<file path="config.mk">
export PLATFORM = sky130hd
export DESIGN_NAME = sd_emmc_dat_rx_ctrl
export DESIGN_NICKNAME = d
export VERILOG_FILES = /design/src/rtl/sd_emmc_dat_rx.sv
export SDC_FILE = /design/constraint.sdc
export NUM_CORES = 1
export LEC_CHECK = 0
export CAP_MARGIN = 0
export CORE_ASPECT_RATIO = 0.8
export CORE_MARGIN = 1
export CORE_UTILIZATION = 45
export DETAILED_ROUTE_END_ITERATION = 10
export MAX_ROUTING_LAYER = met4
export SYNTH_ARGS = -nofsm -noshare
export SYNTH_HDL_FRONTEND = slang
export SYNTH_SLANG_ARGS = --single-unit
</file>
<file path="constraint.sdc">
create_clock -name clk -period 7.3 [get_ports clk]
set_clock_uncertainty 0.1 [all_clocks]
set_input_delay 1.825 -clock clk [delete_from_list [all_inputs] [get_ports clk]]
set_output_delay 1.825 -clock clk [all_outputs]
set_load 0.1 [all_outputs]
</file>
<file path="src/rtl/sd_emmc_dat_rx.sv">
// SD/eMMC DAT receive sequencer: start-bit wait, MSB-first deserialisation,
// per-line CRC16 check and end-bit check for one data block.

module sd_emmc_dat_rx_crc_lane (
  input  logic clk,
  input  logic rst,
  input  logic clr,
  input  logic calc,
  input  logic chk,
  input  logic din,
  output logic crc_msb
);
  logic [15:0] crc;

  // CCITT x^16+x^12+x^5+1; during the check phase the register just shifts out MSB first
  always_ff @(posedge clk) begin
    if (rst || clr)
      crc <= '0;
    else if (calc)
      crc <= {crc[14:0], 1'b0} ^ ({16{crc[15] ^ din}} & 16'h1021);
    else if (chk)
      crc <= {crc[14:0], 1'b0};
  end

  assign crc_msb = crc[15];
endmodule

module sd_emmc_dat_rx_ctrl #(
  parameter int DATA_WIDTH = 4,
  parameter int BLKSZ_W    = 12,
  parameter int TIMEOUT_W  = 24
) (
  input  logic                  clk,
  input  logic                  rst,
  input  logic                  start,
  input  logic                  abort,
  input  logic [BLKSZ_W-1:0]    blk_size,
  input  logic [TIMEOUT_W-1:0]  timeout,
  input  logic [DATA_WIDTH-1:0] dat_i,
  output logic                  busy,
  output logic [7:0]            rx_data,
  output logic                  rx_valid,
  output logic                  done,
  output logic                  crc_err,
  output logic                  timeout_err
);
  localparam int CW  = BLKSZ_W + 4;
  localparam int BPB = 8 / DATA_WIDTH;
  localparam int SH  = (DATA_WIDTH == 1) ? 3 : (DATA_WIDTH == 4) ? 1 : 0;

  // S_DONE is the cycle after the final check in which done is pulsed
  typedef enum logic [2:0] {S_IDLE, S_WAIT, S_DATA, S_CRC, S_END, S_DONE} state_t;
  state_t state, state_nxt;

  logic [BLKSZ_W-1:0]    blk_q;
  logic [TIMEOUT_W-1:0]  tmo_q, wait_cnt, wait_inc;
  logic [CW-1:0]         cnt, total_beats;
  logic [7:0]            sh, byte_nxt;
  logic [DATA_WIDTH-1:0] crc_msb;
  logic err, tmo_flag, zlen_pend;
  logic start_ok, all_zero, all_one, tmo_hit, last_beat, byte_end, crc_last;
  logic crc_clr, crc_calc, crc_chk;

  assign start_ok    = start && !abort;
  assign all_zero    = (dat_i == '0);
  assign all_one     = &dat_i;
  assign wait_inc    = (&wait_cnt) ? wait_cnt : wait_cnt + TIMEOUT_W'(1);
  assign tmo_hit     = (tmo_q != '0) && (wait_inc >= tmo_q);
  assign total_beats = CW'(blk_q) << SH;
  assign last_beat   = (cnt == total_beats - CW'(1));
  assign byte_end    = ((cnt % CW'(BPB)) == CW'(BPB - 1));
  assign crc_last    = (cnt == CW'(15));
  assign byte_nxt    = 8'({sh, dat_i});

  always_ff @(posedge clk) begin
    if (rst) state <= S_IDLE;
    else     state <= state_nxt;
  end

  always_comb begin
    state_nxt = state;
    case (state)
      S_IDLE: if (start_ok && blk_size != '0) state_nxt = S_WAIT;
      S_WAIT: begin
        if (all_zero)     state_nxt = S_DATA;
        else if (tmo_hit) state_nxt = S_DONE;
      end
      S_DATA: if (last_beat) state_nxt = S_CRC;
      S_CRC:  if (crc_last)  state_nxt = S_END;
      S_END:  state_nxt = S_DONE;
      S_DONE: state_nxt = S_IDLE;
      default: state_nxt = S_IDLE;
    endcase
    if (abort) state_nxt = S_IDLE;
  end

  always_comb begin
    busy     = (state != S_IDLE);
    crc_clr  = (state == S_IDLE) && start_ok;
    crc_calc = (state == S_DATA);
    crc_chk  = (state == S_CRC);
  end

  for (genvar n = 0; n < DATA_WIDTH; n++) begin : g_lane
    sd_emmc_dat_rx_crc_lane u_lane (
      .clk     (clk),
      .rst     (rst),
      .clr     (crc_clr),
      .calc    (crc_calc),
      .chk     (crc_chk),
      .din     (dat_i[n]),
      .crc_msb (crc_msb[n])
    );
  end

  always_ff @(posedge clk) begin
    if (rst) begin
      blk_q       <= '0;
      tmo_q       <= '0;
      wait_cnt    <= '0;
      cnt         <= '0;
      sh          <= '0;
      err         <= 1'b0;
      tmo_flag    <= 1'b0;
      zlen_pend   <= 1'b0;
      rx_data     <= '0;
      rx_valid    <= 1'b0;
      done        <= 1'b0;
      crc_err     <= 1'b0;
      timeout_err <= 1'b0;
    end else begin
      done      <= zlen_pend;
      rx_valid  <= 1'b0;
      zlen_pend <= 1'b0;
      case (state)
        S_IDLE: if (start_ok) begin
          blk_q       <= blk_size;
          tmo_q       <= timeout;
          wait_cnt    <= '0;
          cnt         <= '0;
          err         <= 1'b0;
          tmo_flag    <= 1'b0;
          crc_err     <= 1'b0;
          timeout_err <= 1'b0;
          zlen_pend   <= (blk_size == '0);
        end
        S_WAIT: begin
          wait_cnt <= wait_inc;
          if (!all_zero && tmo_hit) tmo_flag <= 1'b1;
        end
        S_DATA: begin
          sh  <= byte_nxt;
          cnt <= last_beat ? '0 : cnt + CW'(1);
          if (byte_end && !abort) begin
            rx_data  <= byte_nxt;
            rx_valid <= 1'b1;
          end
        end
        S_CRC: begin
          cnt <= cnt + CW'(1);
          if (dat_i != crc_msb) err <= 1'b1;
        end
        S_END: if (!all_one) err <= 1'b1;
        S_DONE: if (!abort) begin
          done        <= 1'b1;
          crc_err     <= err;
          timeout_err <= tmo_flag;
        end
        default: ;
      endcase
    end
  end
endmodule

</file>
==> metrics.yaml <==
logic_synthesis:
  synth_cell_types: 63
  avgSynthCellArea_um2: 7.93
  synth_edf_count: 0
  async_flop_share_pct: 0
  yosys_warnings: 0
  synthesis.nets: 1057
  synth_area_leaders: "dfxtp_1 (41%), nand2_1 (11%), a21oi_1 (7.9%)"
  seq_area_frac_synth_pct: 41.5
  yosys.area.top_type_share_pct: 41.5
  yosys.area.top_type: "dfxtp_1"
  syn_area_um2: 7820
  synth_seq_cells: 162
  synthCells: 986
  ys.flop_type: "dfxtp_1"
cells_and_area:
  final_cell_mix: "nand2_1 (229), dfxtp_1 (162), a21oi_1 (124)"
  layout-area-overhead-vs-synth_pct: 15.4
  antenna_cells: 0
  finalNetCount: 1078
  final_common_cell: "nand2_1"
  fill_cells: 1630
  drive_gt1_share_pct: 5.20
pwr:
  power.internal_mw: 1.50
  switchingPower_mw: 0.493
  leakagePower_nw: 3.19
  clkPwrFrac_pct: 46.4
  ir_worst_vdd_uv: 153
  power_frac_comb_pct: 7.8
  seq_power_share_pct: 45.7
  power.share.switching_pct: 24.8
  pwr_density_cell_nw_per_um2: 220
placement:
  portBuffers: 56
  place_ws_ns: 2.83
  gp_congestion: 0.858
  hpwl_mm: 12.7
clocking:
  postCtsSetupRepairBufs: 0
  cts_made_buffers: 17
  cts-root-buf: "clkbuf_16"
  cts_hold_buffers: 0
  cts_resized: 0
  clock-sinks: 162
  clkTransAtPathRegs_ns: 0.06
  clockBufferDepth: 2
  cts_tree: "yes"
  insertion_delay_ns: 0.43
  htreeDepth: 4
global_route:
  grt_remaining_overflow: 0
  grt_antenna_before_repair: 0
  grt_pass1_vias: 6071
  grt_use_total_pct: 22.7
  grt_first_pass_wirelength_mm: 31.1
  grt_max_degree: 71
drt:
  drcViolationCount: 0
  dr_wl_met2_mm: 7.47
  vias: 6677
  drt_pass1_iterations: 5
  wl_per_cell_um: 15.2
  met3_length_um: 945
  vias_per_cell: 5.38
  dr.max_layer_used: "met4"
  ant_nets: 0
  drtIter0Drc: 478
  wirelength_mm: 18.9
  routedLengthMet1_mm: 10.2
die:
  die_h_um: 120
  dieArea_um2: 17900
  row_count: 42
  core_area_um2: 16800
  die_width_um: 149
  start_util_pct: 46.7
  ioPinCount: 57
sta:
  max_freq_ghz: 0.216
  rsz0062_at_grt: "no"
  slew-limit-headroom_pct: 30.2
  setup_viol_count_final: 0
  worstMarginPinSlew_ns: 1.04
  post-route-period-util_pct: 63.5
  period_needed_ns: 4.64
  slew_violations: 0
  fin_tns_setup_ns: 0
  finalHoldViolCount: 0
  worst_slack_ns: 2.66
worst_setup_path:
  endpoint_kind: "output pin"
  cp.arrival_ns: 2.71
  worstPathMaxFanout: 24
  cp-start-kind: "flip-flop"
  critical_path_class: "flip-flop to output pin"
  required_ns: 5.38
status:
  status: "complete, no violations"
job:
  drv_cap: 0
min_path:
  hold_path.class: "flip-flop to flip-flop"
through the flow:
step / instance area, um^2 / hold slack, ns / std cells / total power [mW] / utilization, %
after floorplan: 7820 / 0.316 / 986 / 1.03 / -
after global placement: 8420 / 0.331 / 1208 / 1.08 / 50.2
after detailed placement: 8420 / 0.331 / 1208 / 1.08 / 50.2
after CTS: 9020 / 0.352 / 1240 / 2.01 / 53.8
after global routing: 9020 / 0.370 / 1240 / 2.06 / 53.8
final: 9020 / 0.350 / 1240 / 1.99 / 53.8
worst max-delay path, stage by stage, from the launching register on:
cell	delay, ns
dfxtp_1	0.81
or3_2	0.29
clkdlybuf4s50_1	1.18
final cells by class:
cell class                      count  area, um^2  share of cell area [%]
Clock buffer                       20         467                    5.17
Clock inverter                     12         140                    1.55
Inverter                           31         116                    1.29
Multi-Input combinational cell    733        4180                    46.3
Sequential cell                   162        3240                    35.9
Tap cell                          220         275                    3.05
Timing Repair Buffer               62         601                    6.66
routing by layer:
metal	GRT usage, %	up-vias
li1	-	3435
met4	6.76	0
met1	34.6	3084
met3	4.14	20
met2	29.7	138
met5	-	-
registers in the layout, indices dropped and copies added, names as in the netlist, 3 cells and up:
name,cells
g_lane.u_lane.crc,64
sh,4
state,3
cnt,16
blk_q,12
tmo_q,24
wait_cnt,24
rx_data,8
Yosys cell counts, types with 3 or more instances:
master	instances
a21oi_1	124
nand4b_1	3
nor2_1	72
a21o_1	10
a211oi_1	12
nor2b_1	3
clkbuf_1	45
nor3_1	12
xor2_1	29
nand4_1	16
a31oi_1	14
or3_1	14
a311oi_1	6
and3_1	5
o21ai_0	26
dfxtp_1	162
clkbuf_8	5
and2_1	3
o31ai_1	3
mux2i_1	11
nand3_1	16
o211ai_1	4
nand2_1	229
xnor2_1	31
inv_1	31
buf_2	3
buf_1	3
nand2b_1	5
ha_1	27
nor3b_1	4
and4_1	7
nor4_1	15
power groups by stage:
stage | Combinational, mW | Clock (mW) | Sequential (mW)
after CTS | 0.156 | 0.946 | 0.910
after floorplan | 0.106 | 0 | 0.923
after global placement | 0.155 | 0 | 0.930
final | 0.155 | 0.924 | 0.910
after detailed placement | 0.155 | 0 | 0.930
after global routing | 0.174 | 0.979 | 0.912
kinds of logic (layout without fill, tap and decap cells):
logic type	after synthesis	after routing	synth area share, %
adder cells (fa/ha/maj)	27	27	4.32
multiplexers	11	11	1.41
flip-flops	162	162	41.5
buffers and inverters	91	125	5.26
AO/OA/AOI/OAI	220	220	16.8
XOR/XNOR	60	60	6.72
AND/OR/NAND/NOR	415	415	24.0
final timing paths:
path | startpoint | end | slack [ns] | cells past startpoint
min | g_lane[3].u_lane.crc[2] | g_lane[3].u_lane.crc[3] | 0.35 | 2
min reg2reg | g_lane[3].u_lane.crc[2] | g_lane[3].u_lane.crc[3] | 0.35 | 2
max reg2reg | wait_cnt[6] | state[2] | 3.37 | 13
max | state[0] | busy | 2.66 | 2
Note: power is estimated with default switching activity, not from simulation.
